### src/rtl/arbiter_n_to_1_credit_scheduler_pkg.sv
// Shared types and helpers for the N-to-1 credit-gated weighted round-robin scheduler.
// Holds the FSM state encoding and the per-requester credit-counter width rule.
package arbiter_n_to_1_credit_scheduler_pkg;

  typedef enum logic [1:0] {
    SCHED_IDLE      = 2'd0,
    SCHED_ARBITRATE = 2'd1,
    SCHED_BURST     = 2'd2
  } scheduler_state_e;

  localparam int DEFAULT_MAX_CREDITS = 32;

  // Counter must hold the value MAX itself, hence the +1.
  function automatic int credit_width(input int max_credits);
    return $clog2(max_credits + 1);
  endfunction

  localparam int DEFAULT_CREDIT_WIDTH = credit_width(DEFAULT_MAX_CREDITS);

endpackage

### src/rtl/arbiter_n_to_1_credit_scheduler_credit_counter_saturating.sv
// Per-requester outstanding-request credit counter: one credit spent per issue,
// one returned per response; a return at MAX saturates and raises a sticky error.
module credit_counter_saturating
  import arbiter_n_to_1_credit_scheduler_pkg::*;
#(
  parameter int MAX_CREDITS  = DEFAULT_MAX_CREDITS,
  parameter int CREDIT_WIDTH = credit_width(MAX_CREDITS)
) (
  input  logic                    clk_i,
  input  logic                    rst_i,
  input  logic                    inc_i,
  input  logic                    dec_i,
  output logic [CREDIT_WIDTH-1:0] count_o,
  output logic                    nonzero_o,
  output logic                    error_o
);

  localparam logic [CREDIT_WIDTH-1:0] MAX_C = CREDIT_WIDTH'(MAX_CREDITS);
  localparam logic [CREDIT_WIDTH-1:0] ONE_C = CREDIT_WIDTH'(1);

  logic [CREDIT_WIDTH-1:0] count_q, count_d;
  logic                    nonzero_q;
  logic                    error_q, error_d;

  // Simultaneous inc and dec cancel, so they fall into the default arm.
  always_comb begin
    count_d = count_q;
    error_d = error_q;
    case ({inc_i, dec_i})
      2'b10: begin
        if (count_q == MAX_C) begin
          error_d = 1'b1;
        end else begin
          count_d = count_q + ONE_C;
        end
      end
      2'b01: begin
        if (count_q != '0) begin
          count_d = count_q - ONE_C;
        end
      end
      default: begin
        count_d = count_q;
      end
    endcase
  end

  always_ff @(posedge clk_i) begin
    if (rst_i) begin
      count_q   <= MAX_C;
      nonzero_q <= 1'b1;
      error_q   <= 1'b0;
    end else begin
      count_q   <= count_d;
      nonzero_q <= (count_d != '0);
      error_q   <= error_d;
    end
  end

  assign count_o   = count_q;
  assign nonzero_o = nonzero_q;
  assign error_o   = error_q;

endmodule

### src/rtl/arbiter_n_to_1_credit_scheduler.sv
// Weighted round-robin pop scheduler: each owner holds the shared path for up to
// its burst quota, issuing only while it has a request pending and credits left.
module arbiter_n_to_1_credit_scheduler
  import arbiter_n_to_1_credit_scheduler_pkg::*;
#(
  parameter int NUM_MEMORY_REQUESTOR  = 2,
  parameter int NUM_ARBITER_REQUESTOR = 2 ** $clog2(NUM_MEMORY_REQUESTOR),
  parameter int WEIGHT_WIDTH          = 4,
  parameter int MAX_CREDITS           = DEFAULT_MAX_CREDITS,
  parameter int CREDIT_WIDTH          = credit_width(MAX_CREDITS),
  localparam int IDX_W = (NUM_ARBITER_REQUESTOR > 1) ? $clog2(NUM_ARBITER_REQUESTOR) : 1
) (
  input  logic                                         ap_clk,
  input  logic                                         areset,
  input  logic [NUM_MEMORY_REQUESTOR*WEIGHT_WIDTH-1:0] config_weight_in,
  input  logic [NUM_MEMORY_REQUESTOR-1:0]              request_pending_in,
  input  logic                                         downstream_ready_in,
  input  logic [NUM_MEMORY_REQUESTOR-1:0]              response_return_in,
  output logic [NUM_MEMORY_REQUESTOR-1:0]              arbiter_grant_out,
  output logic [IDX_W-1:0]                             active_requestor_out,
  output logic [NUM_MEMORY_REQUESTOR-1:0]              credit_available_out,
  output logic                                         scheduler_idle_out,
  output logic                                         credit_error_out,
  output logic [1:0]                                   scheduler_state_out
);

  localparam int N  = NUM_MEMORY_REQUESTOR;
  localparam int NA = NUM_ARBITER_REQUESTOR;
  localparam logic [WEIGHT_WIDTH-1:0] W_ONE = WEIGHT_WIDTH'(1);

  // Handshake: arbiter_grant_out[i] is a one-cycle pop; an issue happens only in
  // a cycle where the owner is eligible and downstream_ready_in is high.

  scheduler_state_e          state_q, state_d;
  logic [IDX_W-1:0]          owner_q, owner_d;
  logic [IDX_W-1:0]          last_owner_q, last_owner_d;
  logic [WEIGHT_WIDTH-1:0]   burst_count_q, burst_count_d;
  logic [N-1:0]              grant_q, grant_d;
  logic                      idle_q;

  logic [CREDIT_WIDTH-1:0]   credits [N];
  logic [N-1:0]              counter_error;
  logic [N-1:0]              eligible;
  logic [NA-1:0]             eligible_pad;
  logic                      rr_found;
  logic [IDX_W-1:0]          rr_idx;
  logic [WEIGHT_WIDTH-1:0]   rr_weight;
  logic [WEIGHT_WIDTH-1:0]   rr_weight_eff;
  logic                      owner_eligible;
  logic                      issue;

  for (genvar g = 0; g < N; g++) begin : g_credit
    credit_counter_saturating #(
      .MAX_CREDITS  (MAX_CREDITS),
      .CREDIT_WIDTH (CREDIT_WIDTH)
    ) u_credit (
      .clk_i     (ap_clk),
      .rst_i     (areset),
      .inc_i     (response_return_in[g]),
      .dec_i     (grant_d[g]),
      .count_o   (credits[g]),
      .nonzero_o (credit_available_out[g]),
      .error_o   (counter_error[g])
    );
  end

  always_comb begin
    eligible     = '0;
    eligible_pad = '0;
    for (int i = 0; i < N; i++) begin
      eligible[i]     = request_pending_in[i] && (credits[i] != '0);
      eligible_pad[i] = eligible[i];
    end
  end

  // Search starts one past the last owner; NA is a power of two so the add wraps.
  always_comb begin
    rr_found = 1'b0;
    rr_idx   = '0;
    for (int off = 1; off <= NA; off++) begin
      if (!rr_found && eligible_pad[last_owner_q + IDX_W'(off)]) begin
        rr_found = 1'b1;
        rr_idx   = last_owner_q + IDX_W'(off);
      end
    end
  end

  always_comb begin
    rr_weight = '0;
    for (int i = 0; i < N; i++) begin
      if (rr_idx == IDX_W'(i)) begin
        rr_weight = config_weight_in[i*WEIGHT_WIDTH +: WEIGHT_WIDTH];
      end
    end
    rr_weight_eff = (rr_weight == '0) ? W_ONE : rr_weight;
  end

  assign owner_eligible = eligible_pad[owner_q];
  assign issue = (state_q == SCHED_BURST) && owner_eligible &&
                 downstream_ready_in && (burst_count_q != '0);

  always_comb begin
    state_d       = state_q;
    owner_d       = owner_q;
    last_owner_d  = last_owner_q;
    burst_count_d = burst_count_q;
    grant_d       = '0;
    case (state_q)
      SCHED_IDLE: begin
        if (|eligible) begin
          state_d = SCHED_ARBITRATE;
        end
      end
      SCHED_ARBITRATE: begin
        if (rr_found) begin
          owner_d       = rr_idx;
          last_owner_d  = rr_idx;
          burst_count_d = rr_weight_eff;
          state_d       = SCHED_BURST;
        end else begin
          state_d = SCHED_IDLE;
        end
      end
      SCHED_BURST: begin
        if (issue) begin
          for (int i = 0; i < N; i++) begin
            grant_d[i] = (owner_q == IDX_W'(i));
          end
          burst_count_d = burst_count_q - W_ONE;
          if (burst_count_q == W_ONE) begin
            state_d = SCHED_ARBITRATE;
          end
        end else if (!owner_eligible || (burst_count_q == '0)) begin
          // Owner yields; a stalled-but-eligible owner keeps the path instead.
          state_d = SCHED_ARBITRATE;
        end
      end
      default: begin
        state_d = SCHED_IDLE;
      end
    endcase
  end

  always_ff @(posedge ap_clk) begin
    if (areset) begin
      state_q       <= SCHED_IDLE;
      owner_q       <= '0;
      last_owner_q  <= IDX_W'(N - 1);
      burst_count_q <= '0;
      grant_q       <= '0;
      idle_q        <= 1'b1;
    end else begin
      state_q       <= state_d;
      owner_q       <= owner_d;
      last_owner_q  <= last_owner_d;
      burst_count_q <= burst_count_d;
      grant_q       <= grant_d;
      idle_q        <= (state_d == SCHED_IDLE);
    end
  end

  assign arbiter_grant_out    = grant_q;
  assign active_requestor_out = owner_q;
  assign scheduler_idle_out   = idle_q;
  assign credit_error_out     = |counter_error;
  assign scheduler_state_out  = state_q;

endmodule

### config.mk
export PLATFORM = sky130hd
export DESIGN_NAME = arbiter_n_to_1_credit_scheduler
export DESIGN_NICKNAME = d
export VERILOG_FILES = /design/src/rtl/arbiter_n_to_1_credit_scheduler_pkg.sv /design/src/rtl/arbiter_n_to_1_credit_scheduler_credit_counter_saturating.sv /design/src/rtl/arbiter_n_to_1_credit_scheduler.sv
export SDC_FILE = /design/constraint.sdc
export NUM_CORES = 1
export LEC_CHECK = 0
export BUFFER_PORTS_ARGS = -buffer_cell sky130_fd_sc_hd__buf_4
export CAP_MARGIN = 0
export CORE_ASPECT_RATIO = 0.6
export CORE_MARGIN = 5
export CORE_UTILIZATION = 30
export DETAILED_ROUTE_END_ITERATION = 12
export GPL_ROUTABILITY_DRIVEN = 0
export PLACE_DENSITY = 0.58
export SLEW_MARGIN = 20
export SYNTH_ARGS = -nofsm -noshare
export SYNTH_HDL_FRONTEND = slang
export SYNTH_SLANG_ARGS = --single-unit
### constraint.sdc
create_clock -name ap_clk -period 3.6 [get_ports ap_clk]
set_clock_uncertainty 0.1 [all_clocks]
set_input_delay 0.18 -clock ap_clk [delete_from_list [all_inputs] [get_ports ap_clk]]
set_output_delay 0.18 -clock ap_clk [all_outputs]
set_load 0.02 [all_outputs]
Word-level counts from Yosys, hierarchy flattened
Cells that the tools add are included.
{"block": "op_classes", "n_reduce_logical": 25, "n_mux": 29, "n_shift": 0, "n_bitwise": 1, "n_mul": 0, "eq_ne": 11, "n_lt_le_gt_ge": 3, "add_sub_neg": 6, "n_div": 0}
{"operator": "two-way mux 6 bit", "count": 4}
{"operator": "case mux 6 bit (2 select lines)", "count": 2}
{"operator": "nonzero test 6 bit", "count": 4}
{"operator": "two-way mux 4 bit", "count": 4}
{"operator": "two-way mux 2 bit", "count": 7}
{"operator": "adder 6 x 1 -> 6 bit (second input constant)", "count": 2}
{"operator": "== test 6 bit (second input constant)", "count": 2}
{"operator": "subtractor 6 x 1 -> 6 bit (second input constant)", "count": 2}
{"operator": "two-way mux 1 bit", "count": 10}
{"operator": "zero test 4 bit", "count": 2}
{"operator": "case mux 4 bit (2 select lines)", "count": 1}
{"operator": "== test 2 x 1 -> 1 bit (second input constant)", "count": 3}
{"operator": "== test 2 bit (second input constant)", "count": 3}
{"operator": "logical AND 1 bit", "count": 6}
{"operator": "less-than comparator 1 x 2 -> 1 bit (second input constant)", "count": 3}
{"operator": "case mux 2 bit (3 select lines)", "count": 1}
{"operator": "AND reduction 2 bit", "count": 3}
{"operator": "== test 4 x 1 -> 1 bit (second input constant)", "count": 1}
{"operator": "zero test 2 bit", "count": 2}
{"operator": "!= test 2 bit (second input constant)", "count": 2}
{"operator": "nonzero test 4 bit", "count": 1}
{"operator": "OR reduction 2 bit", "count": 2}
{"operator": "subtractor 4 x 1 -> 4 bit (second input constant)", "count": 1}
{"operator": "AND reduction 3 bit", "count": 1}
{"operator": "other kinds (5)", "count": 6}
{"block": "totals", "romBits": 0, "ram_bits": 0, "latchBits": 0, "reg_bits": 27, "memories": 0}

Logic depth before layout (Yosys ltp)
Gate-level depths: netlist of the first run.
{"block": "depth", "word_depth": 13, "ltp_mapped": 15}

Hierarchy
A second synthesis of the first run with hierarchy kept.
{"block": "hier_totals", "hier_cells": 256, "hier_area_um2": 2117.0}
{"mod": "credit_counter_saturating", "cells_per_inst": 87, "n_inst": 2, "area_per_inst_um2": 699.4}
{"mod": "arbiter_n_to_1_credit_scheduler", "cells_per_inst": 82, "n_inst": 1, "area_per_inst_um2": 718.2}

Worst setup path after synthesis of the first run
OpenSTA, ideal clock, no wires.
{"block": "synth_timing", "path_kind": "reg2reg", "from": "reg g_credit[0].u_credit.count_q[0]", "to": "reg g_credit[1].u_credit.nonzero_q", "slack_ns": 0.105, "setup_ns": 0.127, "stages_incl_launch_ff": 16, "t_arrival_ns": 3.268, "t_required_ns": 3.373, "path_cell_list": "dfxtp_1 > clkbuf_1 > inv_1 > ha_1 > or4b_1 > o21ai_1 > a221oi_2 > nand2_1 > inv_1 > ha_1 > nand2b_1 > or3_1 > and3b_1 > nor3_1 > o21ai_0 > or3_1"}
{"block": "synth_via", "elab_chain_len": 12, "word_cells_on_any_way": 13}
{"item": "from (decl)", "line": "arbiter_n_to_1_credit_scheduler_credit_counter_saturating.sv:21", "text": "logic [CREDIT_WIDTH-1:0] count_q, count_d;"}
{"item": "from (signal assigned)", "line": "arbiter_n_to_1_credit_scheduler_credit_counter_saturating.sv:54", "text": "count_q <= count_d;"}
{"item": "nonzero test 6 bit (*)", "line": "arbiter_n_to_1_credit_scheduler.sv:71", "text": "eligible[i] = request_pending_in[i] && (credits[i] != '0);"}
{"item": "logical AND 1 bit (*)", "line": "arbiter_n_to_1_credit_scheduler.sv:71"}
{"item": "two-way mux 1 bit (implied by the code) (*) (2 in series)", "line": "arbiter_n_to_1_credit_scheduler.sv:98", "text": "assign owner_eligible = eligible_pad[owner_q];"}
{"item": "logical AND 1 bit (*) (2 in series)", "line": "arbiter_n_to_1_credit_scheduler.sv:99", "text": "assign issue = (state_q == SCHED_BURST) && owner_eligible &&"}
{"item": "logical AND 1 bit (*)", "line": "arbiter_n_to_1_credit_scheduler.sv:100", "text": "downstream_ready_in && (burst_count_q != '0);"}
{"item": "two-way mux 2 bit (*)", "line": "arbiter_n_to_1_credit_scheduler.sv:125", "text": "if (issue) begin"}
{"item": "two-way mux 2 bit (*)", "line": "arbiter_n_to_1_credit_scheduler.sv:108", "text": "case (state_q)"}
{"item": "via g_credit[1].u_credit.dec_i", "line": "arbiter_n_to_1_credit_scheduler_credit_counter_saturating.sv:12", "text": "input logic dec_i,"}
{"item": "== test 2 x 1 -> 1 bit / == test 2 bit (equally long branches)", "line": "arbiter_n_to_1_credit_scheduler_credit_counter_saturating.sv:29", "text": "case ({inc_i, dec_i})"}
{"item": "case mux 6 bit (2 select lines) (*)", "line": "arbiter_n_to_1_credit_scheduler_credit_counter_saturating.sv:29"}
{"item": "nonzero test 6 bit (*)", "line": "arbiter_n_to_1_credit_scheduler_credit_counter_saturating.sv:55", "text": "nonzero_q <= (count_d != '0);"}
{"item": "to (signal assigned)", "line": "arbiter_n_to_1_credit_scheduler_credit_counter_saturating.sv:55"}
{"item": "to (decl)", "line": "arbiter_n_to_1_credit_scheduler_credit_counter_saturating.sv:22", "text": "logic nonzero_q;"}
The timed path passes the listed nets; every way through them passes the cells marked *. The select of a mux whose other input is x is not followed.
A chain may end at the register's enable or synchronous reset.

Final worst setup path of the first run
{"block": "layout_timing", "from": "reg g_credit[1].u_credit.count_q[1]", "to": "reg g_credit[1].u_credit.nonzero_q"}
{"block": "layout_via", "elab_chain_len": 12, "word_cells_on_any_way": 18}
{"item": "from (decl)", "line": "arbiter_n_to_1_credit_scheduler_credit_counter_saturating.sv:21"}
{"item": "from (signal assigned)", "line": "arbiter_n_to_1_credit_scheduler_credit_counter_saturating.sv:54"}
{"item": "nonzero test 6 bit (*)", "line": "arbiter_n_to_1_credit_scheduler.sv:71"}
{"item": "logical AND 1 bit (*)", "line": "arbiter_n_to_1_credit_scheduler.sv:71"}
{"item": "two-way mux 1 bit (implied by the code) (*) (2 in series)", "line": "arbiter_n_to_1_credit_scheduler.sv:98"}
{"item": "logical AND 1 bit (*) (2 in series)", "line": "arbiter_n_to_1_credit_scheduler.sv:99"}
{"item": "logical AND 1 bit (*)", "line": "arbiter_n_to_1_credit_scheduler.sv:100"}
{"item": "two-way mux 2 bit (*)", "line": "arbiter_n_to_1_credit_scheduler.sv:125"}
{"item": "two-way mux 2 bit (*)", "line": "arbiter_n_to_1_credit_scheduler.sv:108"}
{"item": "via g_credit[1].u_credit.dec_i", "line": "arbiter_n_to_1_credit_scheduler_credit_counter_saturating.sv:12"}
{"item": "== test 2 x 1 -> 1 bit / == test 2 bit (equally long branches)", "line": "arbiter_n_to_1_credit_scheduler_credit_counter_saturating.sv:29"}
{"item": "case mux 6 bit (2 select lines) (*)", "line": "arbiter_n_to_1_credit_scheduler_credit_counter_saturating.sv:29"}
{"item": "nonzero test 6 bit (*)", "line": "arbiter_n_to_1_credit_scheduler_credit_counter_saturating.sv:55"}
Marked as above.

==> results of run 1 <==
## layout by cell type (no fill, tap or decap), types with 3 or more instances in the layout
master     count
a211o_1        3
or3_1          4
nand2b_1       6
o21ai_0       12
nor2_1        29
nand3_1        7
buf_4         41
a31oi_1        5
a21o_1         3
o211ai_1       3
clkbuf_16      3
ha_1          11
dfxtp_1       26
nor4b_1        3
nand2_1       16
nor3_1        15
a21oi_1       13
nor2b_1        7
a22oi_1        3
and2_1         3
a211oi_1       3
inv_1         16
## power groups by stage
stage	registers, W	logic (W)	clock network [W]
floorplan	0.000337	0.000121	0
global placement	0.000334	0.000184	0
detailed placement	0.000334	0.000182	0
CTS	0.000327	0.000183	0.000270
global route	0.000330	0.000205	0.000282
finish	0.000328	0.000187	0.000263
## layer usage
layer,vias to the layer above,GRT usage [%]
met5,-,0
met4,0,2.06
met3,4,3.87
met2,71,16.1
met1,886,20.1
li1,992,-
## worst max path at each step
stage / slack, ns / depth (start not counted) / endpoint / startpoint
2_1_floorplan: 0.11 / 15 / g_credit[1].u_credit.nonzero_o / g_credit[0].u_credit.count_o[0]
3_3_place_gp: 0.16 / 14 / g_credit[1].u_credit.nonzero_o / g_credit[1].u_credit.count_o[1]
3_5_place_dp: 0.08 / 14 / g_credit[1].u_credit.nonzero_o / g_credit[1].u_credit.count_o[1]
4_1_cts: 0.08 / 14 / g_credit[1].u_credit.nonzero_o / g_credit[1].u_credit.count_o[1]
5_1_grt: -0.003 / 14 / g_credit[1].u_credit.nonzero_o / g_credit[0].u_credit.count_o[1]
6_report: 0.20 / 14 / g_credit[1].u_credit.nonzero_o / g_credit[1].u_credit.count_o[1]
## through the flow
step / total power, W / hold WS (ns) / util [%] / setup WS, ns / setup TNS, ns
2_1_floorplan: 0.000458 / 0.283 / - / 0.105 / 0
5_1_grt: 0.000816 / 0.186 / 36.9 / -0.00257 / -0.00257
3_3_place_gp: 0.000519 / 0.350 / 35.5 / 0.158 / 0
3_5_place_dp: 0.000516 / 0.358 / 35.5 / 0.0830 / 0
6_report: 0.000777 / 0.181 / 36.9 / 0.202 / 0
4_1_cts: 0.000781 / 0.183 / 36.7 / 0.0759 / 0
## worst reg2reg max path: stages (launching register included)
cell and delay (ns):
dfxtp_2 0.36, inv_2 0.09, ha_2 0.19, or4b_4 0.47
o211ai_2 0.18, a221oi_2 0.12, nand2_1 0.12, inv_1 0.05
ha_1 0.30, nand2b_4 0.17, or3_1 0.33, and3b_1 0.19
nor3_1 0.14, o21ai_0 0.12, or3_1 0.38
## layout make-up
type                            instances  area, µm²  area share [%]
Inverter                               17       63.8            2.60
Clock inverter                          1       7.51           0.306
Sequential cell                        27        542            22.1
Timing Repair Buffer                   41        308            12.5
Tap cell                               87        109            4.43
Multi-Input combinational cell        198       1350            55.0
Clock buffer                            3       75.1            3.06
## logic make-up after synthesis
family | count (synthesis)
simple gates | 110
compound gates | 70
buf+inv | 36
flops | 27
fa+ha+maj | 12
mux | 5
xor+xnor | 1
## registers in the layout, indices dropped and copies added (netlist names)
| register | count |
|---|---|
| active_requestor_out | 1 |
| arbiter_grant_out | 2 |
| burst_count_q | 4 |
| g_credit.u_credit.count_o | 12 |
| g_credit.u_credit.error_o | 2 |
| g_credit.u_credit.nonzero_o | 2 |
| last_owner_q | 1 |
| scheduler_idle_out | 1 |
| scheduler_state_out | 2 |
## timing repair
action,4_1_cts,5_1_grt
resized for setup,0,5
setup endpoints to repair,0,1
setup buffers,0,0
==> summary.md, run 1 <==
| Metric | Value |
|---|---|
| Run status | `finished clean` |
| Max Cap Viol | `0` |
| Non-Filler Cell Area, Final | `roughly 2500 µm²` |
| Top layer in use | `met4` |
| Top post-synthesis cells by count | `nor2_1, dfxtp_1, inv_1` |
| Largest family of logic cells by synthesized area | `simple AND/OR/NAND/NOR gates` |
| Clock Power Share | `~34%` |
| PwrDens | `317 nW/µm²` |
| Placement Cell Area | `roughly 2400 µm²` |
| Largest net degree at the start of global routing | `27` |
| Synth Cell Area | `approximately 2000 µm²` |
| Total Wirelength | `roughly 5400 µm` |
| Fin crit period | `between 3 and 4 ns` |
| Synthesis-to-finish area growth | `20.2%` |
| Dpl cells | `370` |
| Comb power frac | `approximately a quarter` |
| Synth Area per Inst | `7.82 µm²` |
| Most frequent CP cell | `or3_1` |
| Worst R2R Start | `g_credit[1].u_credit.count_o[1]` |
| Antenna viol nets, final | `0` |
| Most common cell in the netlist | `nor2_1` |
| Yosys warnings | `0` |
| Final hold vios | `0` |
| CTS root buf | `clkbuf_16` |
| Non-filler instance count after layout | `374` |
| Net Sw Frac | `around 30%` |
| CTS Sinks | `27` |
| Layout cells sized above 1 | `22.6%` |
| Final setup violation count | `0` |
| Worst Tran Pin Value | `~0.7 ns` |
| Hold Path Stages | `2` |
| Nets | `roughly 320` |
| All-Layer GR Usage | `roughly 13%` |
| First-pass GRT wire length | `8560 µm` |
| Avg WL per Cell | `roughly 14 µm` |
| Drt drc | `0` |
| Drt first pass iters | `4` |
| Metal-1 WL | `between 2000 and 3000 µm` |
| Top-area cell type share of the netlist area | `26.5%` |
| Row Count | `23` |
| Reg2Reg Depth | `14` |
| Via count | `approximately 2000` |
| Worst-Skew Late Latency | `0.27 ns` |
| Worst VDD drop | `a little over 0.2 mV` |
| Met3 Wirelength | `421 µm` |
| Met2 WL post-DR | `~2000 µm` |
| Final Max Tran Viols | `0` |
| Die height | `73.9 µm` |
| Asr flop ratio synth | `0%` |
| Worst reg2reg path endpoint | `g_credit[1].u_credit.nonzero_o` |
| Fmax | `slightly below 300 MHz` |
| Ports | `24` |
| Worst path required time | `3.65 ns` |
| Area contributors post-synth | `dfxtp_1, ha_1, nor2_1, nor3_1, a21oi_1` |
| Initial antenna violation count | `0` |
| Hold EP | `g_credit[1].u_credit.count_o[2]` |
| # port buffers | `23` |
| Starting DRT DRC Count | `about 130` |
| Main synth FF type | `dfxtp_1` |
| Number of fill cells | `about 700` |
| Num CTS Buffers | `3` |
| Post-DP HPWL | `4210 µm` |
| Largest stage delay on the critical path | `0.47 ns` |
| Synth Area in Adders | `approximately 7.4%` |
| Total gr overflow | `0` |
| Number of global-route vias before repair | `about 1700` |
| Initial core utilization | `between 30 and 40%` |
| Leak Pwr | `just under 1 nW` |
| H-tree Lvls | `1` |
| R2R Setup Slk | `between 0.2 and 0.25 ns` |
| Synth Area in Compound Gates | `between 20 and 30%` |
| # diodes | `0` |
| CP max stage cell | `or4b_4` |
| Crit Path Class | `flop to flop` |
| Sequential fraction of the synthesis area | `26.5%` |
| Synth area leader | `dfxtp_1` |
| CTS tree | `done` |
| Sw Pwr | `roughly 0.00023 W` |
| CP bufs+invs | `2` |
| Critical Path Start Type | `flop` |
| Total core area | `roughly 6600 µm²` |
| Deepest clock path buffer count | `2` |
| Area share of and/or/nand/nor cells after synthesis | `29.5%` |
| Max Fanout on Critical Path | `7` |
| P_int | `0.000547 W` |
| Post-CTS Hold Buffers | `0` |
| Die X | `117 µm` |
| Die area | `roughly 8600 µm²` |
| Yosys cell types | `67` |
| Kind of cell adding the most delay to the critical path | `simple AND/OR/NAND/NOR gates` |
| Clock slew at reported path FFs | `roughly 0.07 ns` |
| Worst path cell trace | `inv_2 > ha_2 > or4b_4 > o211ai_2 > a221oi_2 > nand2_1 > inv_1 > ha_1 > nand2b_4 > or3_1 > and3b_1 > nor3_1 > o21ai_0 > or3_1` |
| Worst Path Arrival | `between 3 and 4 ns` |
| Register bit total from synthesis | `27` |
| Relative slew slack | `roughly half` |
| Period Utilization, post-route | `a little over nine tenths` |
| CP endpoint kind | `flop` |
| Flop pwr share | `a little over two fifths` |
| Post-Synthesis Cells | `about 260` |
| Synth Net Count | `288` |
| Via density | `~5.2` |
| XOR/XNOR Fraction of Synth Area | `less than 1%` |
| Hold WC Path Type | `input port to flop` |
| Hold path startpoint | `areset` |
| Post-synth EDFFs | `0` |
| Multiplexer share of the synthesized area | `roughly 2.6%` |
Note: power is estimated with default switching activity, not from simulation.
==> run 2, diff against run 1 <==
CORE_UTILIZATION = 53   (was 30)
PLACE_DENSITY = 0.86   (was 0.58)
==> run 2 against run 1 <==
Effect of this change:
- setup slack got worse by 0.073 ns
- die area fell by 39%
- global-route usage is 7.6 points higher
- critical path type unchanged
- critical endpoint unchanged
==> summary.md, run 2 (synthesis results as in run 1) <==
| Metric | Value |
|---|---|
| Run status | `finished clean` |
| Worst Path Arrival | `3.55 ns (+0.10 ns)` |
| Die area | `5230 µm² (-39%)` |
| CTS Sinks | `27 (unchanged)` |
| Worst VDD drop | `0.248 mV (+23%)` |
| Dpl cells | `327 (-12%)` |
| Fmax | `288 MHz (-2.1%)` |
| All-Layer GR Usage | `20.1% (+7.6 points)` |
| Fin crit period | `3.47 ns (+0.0735 ns)` |
| Final setup violation count | `0 (unchanged)` |
| CP endpoint kind | `flop` |
| Nets | `315 (unchanged)` |
| Via count | `2074 (+6.2%)` |
| Number of global-route vias before repair | `1817 (+7.3%)` |
| Crit Path Class | `flop to flop` |
| Hold WC Path Type | `input port to flop` |
| # port buffers | `23 (unchanged)` |
| Comb power frac | `27.4% (+3.4 points)` |
| Critical Path Start Type | `flop` |
| P_int | `0.000477 W (-13%)` |
| Die height | `58.1 µm (-21%)` |
| PwrDens | `296 nW/µm² (-6.5%)` |
| Deepest clock path buffer count | `2 (unchanged)` |
| Die X | `90.1 µm (-23%)` |
| Initial core utilization | `55.2% (+24 points)` |
| Max Cap Viol | `0 (unchanged)` |
| Num CTS Buffers | `3 (unchanged)` |
| H-tree Lvls | `1 (unchanged)` |
| Leak Pwr | `0.970 nW (-1.1%)` |
| CTS root buf | `clkbuf_8` |
| Ports | `24 (unchanged)` |
| Total Wirelength | `5590 µm (+4.0%)` |
| Total gr overflow | `0 (unchanged)` |
| Flop pwr share | `46.2% (+4.0 points)` |
| Sw Pwr | `0.000236 W (+2.4%)` |
| Post-DP HPWL | `4050 µm (-3.7%)` |
| Initial antenna violation count | `0 (unchanged)` |
| Max Fanout on Critical Path | `7 (unchanged)` |
| Most frequent cells in the layout | `buf_4, nor2_1, dfxtp_1, inv_1, nand2_1` |
| Final hold vios | `0 (unchanged)` |
| Relative slew slack | `60.1% (+8.6 points)` |
| Antenna viol nets, final | `0 (unchanged)` |
| # diodes | `0 (unchanged)` |
| Via density | `6.21 (+19%)` |
| Net Sw Frac | `33.1% (+3.5 points)` |
| Worst-Skew Late Latency | `0.29 ns (+0.02 ns)` |
| Drt first pass iters | `5 (+1)` |
| Non-filler instance count after layout | `334 (-11%)` |
| CTS tree | `done` |
| Final Util | `65.0% (+28 points)` |
| Drt drc | `0 (unchanged)` |
| Worst Tran Pin Value | `0.590 ns (-0.127 ns)` |
| Avg WL per Cell | `16.7 µm (+16%)` |
| Most common cell after layout, fill and taps aside | `buf_4` |
| Final Max Tran Viols | `0 (unchanged)` |
| First-pass GRT wire length | `8810 µm (+3.0%)` |
| Row Count | `17 (-26%)` |
| R2R Setup Slk | `0.13 ns (-0.07 ns)` |
| Worst path required time | `3.68 ns (+0.03 ns)` |
| Largest net degree at the start of global routing | `27 (unchanged)` |
| Starting DRT DRC Count | `292 (+120%)` |
| Synthesis-to-finish area growth | `17.9%` |
| Layout cells sized above 1 | `24.0% (+1.4 points)` |
| Clock Power Share | `26.5% (-7.3 points)` |
| Total core area | `3700 µm² (-44%)` |
| Max reg flops | `12 (unchanged)` |
| Clock slew at reported path FFs | `0.10 ns (+0.03 ns)` |
| Period Utilization, post-route | `96.4% (+2.0 points)` |
==> run 2: cell counts in the layout (fill, tap and decap cells not counted) <==
No cell type changed its count.
==> run 2: layout make-up <==
class	count	area, µm²
Clock inverter	1	7.51
Multi-Input combinational cell	198	1380
Clock buffer	3	41.3
Inverter	17	63.8
Timing Repair Buffer	41	308
Sequential cell	27	544
Tap cell	47	58.8
Fill cell	304	1290
==> run 2: layer usage <==
metal  vias to the layer above  share of wire [%]  global-route usage [%]
met5                         -                  0                       0
met4                         0                1.3                    2.76
met3                        11                 10                    6.87
met2                       108                 42                    28.6
met1                       968                 46                    29.9
li1                        987                  -                       -
==> run 2: critical path: stages, from the launching register on <==
cell	delay, ns
dfxtp_4	0.38
inv_2	0.09
ha_2	0.21
or4b_4	0.50
o211ai_4	0.24
a221oi_4	0.11
nand2_2	0.11
inv_1	0.06
ha_1	0.29
nand2b_4	0.17
or3_1	0.32
and3b_1	0.20
nor3_2	0.13
o21ai_1	0.09
or3_1	0.37
==> run 2: what timing repair did <==
action / 4_1_cts / 5_1_grt
gates resized for setup: 0 / 15
setup endpoints to repair: 0 / 1
hold buffers: 0 / 0
buffers inserted: 0 / 3
==> run 2: path summary, 6_finish.rpt <==
check,startpoint,endpoint,depth (start not counted)
max reg2reg,g_credit[1].u_credit.count_o[1],g_credit[1].u_credit.nonzero_o,14
max,g_credit[1].u_credit.count_o[1],g_credit[1].u_credit.nonzero_o,14
min reg2reg,g_credit[1].u_credit.error_o,g_credit[1].u_credit.error_o,2
min,areset,arbiter_grant_out[0],2
==> run 2: stage by stage <==
stage / setup slack, ns / setup TNS, ns / power [W] / cell area (µm²) / hold slack [ns]
after detailed placement: 0.0318 / 0 / 0.000515 / 2280 / 0.360
after floorplan: 0.105 / 0 / 0.000458 / 2040 / 0.283
after global placement: 0.221 / 0 / 0.000510 / 2280 / 0.345
after global routing: -0.0419 / -0.0419 / 0.000744 / 2410 / 0.157
final: 0.129 / 0 / 0.000712 / 2410 / 0.157
after CTS: 0.0117 / 0 / 0.000699 / 2330 / 0.146
==> run 2: power groups by stage <==
stage	registers [W]	logic (W)	clock network, W
finish	0.000329	0.000195	0.000189
detailed placement	0.000334	0.000180	0
floorplan	0.000337	0.000121	0
global route	0.000330	0.000211	0.000202
global placement	0.000334	0.000177	0
CTS	0.000328	0.000182	0.000190
==> run 3, diff against run 2 <==
SYNTH_HIERARCHICAL = 1   (was default)
==> run 3 against run 2 <==
Effect of this change:
- synthesized area is 3.7% higher
- cell count is 3.9% lower
- synthesized cell count is 1.9% lower
- count of clock-buffer cells in the layout is 1 higher
- sequential share of layout area is 0.19 points higher
- core utilization is 2.1 points lower
- hold slack worse by 0.041 ns
- non-clock buffer count is 12 lower
- cell area is 1.5% lower
- first-iteration DRC count is 30% lower
- critical path type unchanged
==> summary.md, run 3 <==
| Metric | Value |
|---|---|
| Ports | `24 (unchanged)` |
| Deepest clock path buffer count | `2 (unchanged)` |
| Worst path cell trace | `or4_4 > o311a_2 > o21ai_2 > nor2_1 > ha_1 > buf_4 > nand2b_1 > o21ai_0 > a2bb2oi_1 > nor2_1 > nand4b_1` |
| Largest stage delay on the critical path | `0.59 ns (+0.09 ns)` |
| CP bufs+invs | `1 (-1)` |
| Most common cell in the netlist | `dfxtp_1` |
| Synth area leader | `dfxtp_1` |
| Post-CTS Hold Buffers | `0 (unchanged)` |
| PwrDens | `283 nW/µm² (-4.3%)` |
| Hold path startpoint | `config_weight_in[1]` |
| Synthesis-to-finish area growth | `12.0%` |
| FF+latch area | `541 µm² (-0.69%)` |
| Main synth FF type | `dfxtp_1` |
| Synth Net Count | `283 (-1.7%)` |
| CP max stage cell | `or4_4` |
| Nets | `302 (-4.1%)` |
| Worst hold margin | `0.116 ns (-0.0408 ns)` |
| Hold EP | `burst_count_q[1]` |
| Num CTS Buffers | `3 (unchanged)` |
| Top post-synthesis cells by count | `dfxtp_1, inv_1, nor2_1` |
| Final hold vios | `0 (unchanged)` |
| Worst-Skew Late Latency | `0.27 ns (-0.02 ns)` |
| Drt drc | `0 (unchanged)` |
| # port buffers | `23 (unchanged)` |
| Hold Path Stages | `3 (+1)` |
| Initial antenna violation count | `0 (unchanged)` |
| Period Utilization, post-route | `91.1% (-5.3 points)` |
| Most frequent CP cell | `nor2_1` |
| Starting DRT DRC Count | `204 (-30%)` |
| Layout cells sized above 1 | `20.8% (-3.2 points)` |
| Hold WC Path Type | `input port to flop` |
| Max Cap Viol | `0 (unchanged)` |
| Leak Pwr | `0.953 nW (-1.7%)` |
| Total Wirelength | `5560 µm (-0.55%)` |
| Row Count | `17 (unchanged)` |
| Top-area cell type share of the netlist area | `25.5% (-0.94 points)` |
| Run status | `finished clean` |
| Clock slew at reported path FFs | `0.09 ns (about the same)` |
| Post-synth EDFFs | `0 (unchanged)` |
| Antenna viol nets, final | `0 (unchanged)` |
| Sequential fraction of the synthesis area | `25.5% (-0.94 points)` |
| All-Layer GR Usage | `21.4% (+1.3 points)` |
| Area contributors post-synth | `dfxtp_1, ha_1, inv_1, nor2_1, nand2b_1` |
| RSZ-0062 raised after global routing | `no` |
| Fmax | `305 MHz (+5.8%)` |
| Synth Area per Inst | `8.27 µm² (+5.7%)` |
| Post-CTS sizing | `0 (unchanged)` |
| Max Fanout on Critical Path | `8 (+1)` |
| Final setup violation count | `0 (unchanged)` |
| Worst Tran Pin Value | `0.562 ns (-0.0284 ns)` |
| Worst Path Arrival | `3.40 ns (-0.15 ns)` |
| Synth Cell Area | `2120 µm² (+3.7%)` |
| Via count | `2065 (-0.43%)` |
| Kind of cell adding the most delay to the critical path | `compound AO/OA/AOI/OAI gates` |
| CTS Sinks | `27 (unchanged)` |
| Yosys cell types | `57 (-15%)` |
| Largest net degree at the start of global routing | `27 (unchanged)` |
| Max reg flops | `12 (unchanged)` |
| Total core area | `3760 µm² (+1.7%)` |
| Register bit total from synthesis | `27 (unchanged)` |
| Die height | `59.0 µm (+1.5%)` |
| H-tree Lvls | `1 (unchanged)` |
| Most common cell after layout, fill and taps aside | `buf_4` |
| Setup TNS | `0 ns (unchanged)` |
| Fin crit period | `3.28 ns (-0.191 ns)` |
| # diodes | `0 (unchanged)` |
| Initial core utilization | `56.2% (+1.1 points)` |
| Die X | `91.6 µm (+1.6%)` |
| Via density | `6.43 (+3.6%)` |
| R2R Setup Slk | `0.32 ns (+0.19 ns)` |
| Number of global-route vias before repair | `1897 (+4.4%)` |
| Number of fill cells | `315 (+3.6%)` |
| Total gr overflow | `0 (unchanged)` |
| CP endpoint kind | `flop` |
| Worst R2R Start | `g_credit[0].u_credit/count_o[1]` |
| Crit Path Class | `flop to flop` |
| Critical Path Start Type | `flop` |
| First-pass GRT wire length | `9430 µm (+7.0%)` |
| Final Max Tran Viols | `0 (unchanged)` |
| Dpl cells | `317 (-3.1%)` |
| CTS root buf | `clkbuf_8` |
| Post-CTS setup buffers | `0 (unchanged)` |
| Multi-input combinational cell area | `1430 µm² (+3.3%)` |
| Reg2Reg Depth | `11 (-3)` |
| Post-DP HPWL | `4130 µm (+2.0%)` |
| Worst reg2reg path endpoint | `g_credit[0].u_credit/nonzero_o` |
| Drt first pass iters | `5 (unchanged)` |
| Die area | `5400 µm² (+3.2%)` |
| Most frequent cells in the layout | `buf_4, dfxtp_1, inv_1, nor2_1, ha_1` |
| Worst VDD drop | `0.154 mV (-38%)` |
| CTS tree | `done` |
| Non-filler instance count after layout | `321 (-3.9%)` |
| Avg WL per Cell | `17.3 µm (+3.5%)` |
| Relative slew slack | `62.5% (+2.4 points)` |
| Asr flop ratio synth | `0% (unchanged)` |
| Yosys warnings | `6 (+6)` |
| Post-Synthesis Cells | `256 (-1.9%)` |
| Worst path required time | `3.72 ns (+0.04 ns)` |
==> run 3: cell types whose count changed after synthesis, moves of 4 or more <==
cell and delta:
nand2_1 -5, nor3_1 -6, nor2_1 -8, a21oi_1 -4
a211oi_1 +4, a32o_1 +4, o21ai_0 -4, inv_1 +4
o21ai_1 +4
==> run 3: logic make-up after synthesis <==
logic type / after synthesis / share of synthesized area [%]
xor+xnor: 2 / 0.828
buf+inv: 36 / 6.91
mux: 2 / 0.946
fa+ha+maj: 12 / 7.09
flops: 27 / 25.5
simple gates: 97 / 27.9
compound gates: 80 / 30.8
==> run 3: worst max path at each step <==
stage | endpoint | slack (ns) | cells past startpoint | start
floorplan | g_credit[0].u_credit/nonzero_o | 0.46 | 11 | g_credit[0].u_credit/count_o[1]
global placement | g_credit[1].u_credit/nonzero_o | 0.51 | 10 | g_credit[0].u_credit/count_o[1]
detailed placement | g_credit[0].u_credit/nonzero_o | 0.40 | 11 | g_credit[0].u_credit/count_o[1]
CTS | g_credit[0].u_credit/nonzero_o | 0.36 | 11 | g_credit[0].u_credit/count_o[1]
global route | g_credit[0].u_credit/nonzero_o | 0.16 | 11 | g_credit[0].u_credit/count_o[1]
finish | g_credit[0].u_credit/nonzero_o | 0.32 | 11 | g_credit[0].u_credit/count_o[1]
==> run 3: layout make-up <==
type / count / share of cell area [%]
multi-input cells: 193 / 60.3
flip-flops and latches: 27 / 22.8
repair buffers: 29 / 9.18
inverters: 21 / 3.32
well taps: 47 / 2.48
clock buffers: 4 / 1.90
==> run 3: through the flow <==
step	instance area (µm²)	setup WS, ns	utilization (%)	total power [W]
finish	2370	0.320	63.0	0.000671
global route	2370	0.157	63.0	0.000710
CTS	2370	0.361	63.0	0.000675
detailed placement	2330	0.395	61.8	0.000501
global placement	2330	0.509	61.8	0.000497
floorplan	2120	0.462	-	0.000446
==> run 3: metal layers <==
layer / GRT usage (%) / vias to the layer above / wire, µm / share of wire, %
met2: 31.3 / 86 / 2390 / 43
met4: 4.51 / 0 / 59 / 1.1
met3: 5.36 / 8 / 372 / 6.7
met5: 0 / - / 0 / 0
met1: 31.6 / 976 / 2730 / 49
li1: - / 995 / - / -
==> run 3: worst reg2reg max path: stages, from the launching register on <==
cell,delay (ns)
dfxtp_1,0.41
or4_4,0.59
o311a_2,0.36
o21ai_2,0.15
nor2_1,0.08
ha_1,0.40
buf_4,0.21
nand2b_1,0.19
o21ai_0,0.25
a2bb2oi_1,0.31
nor2_1,0.08
nand4b_1,0.09
==> run 3: report_power, final <==
group | internal (W) | switching, W | total, W
registers | 0.000313 | 0.0000149 | 0.000328
logic | 0.0000766 | 0.0000932 | 0.000170
clock network | 0.0000793 | 0.0000937 | 0.000173
total | 0.000469 | 0.000202 | 0.000671
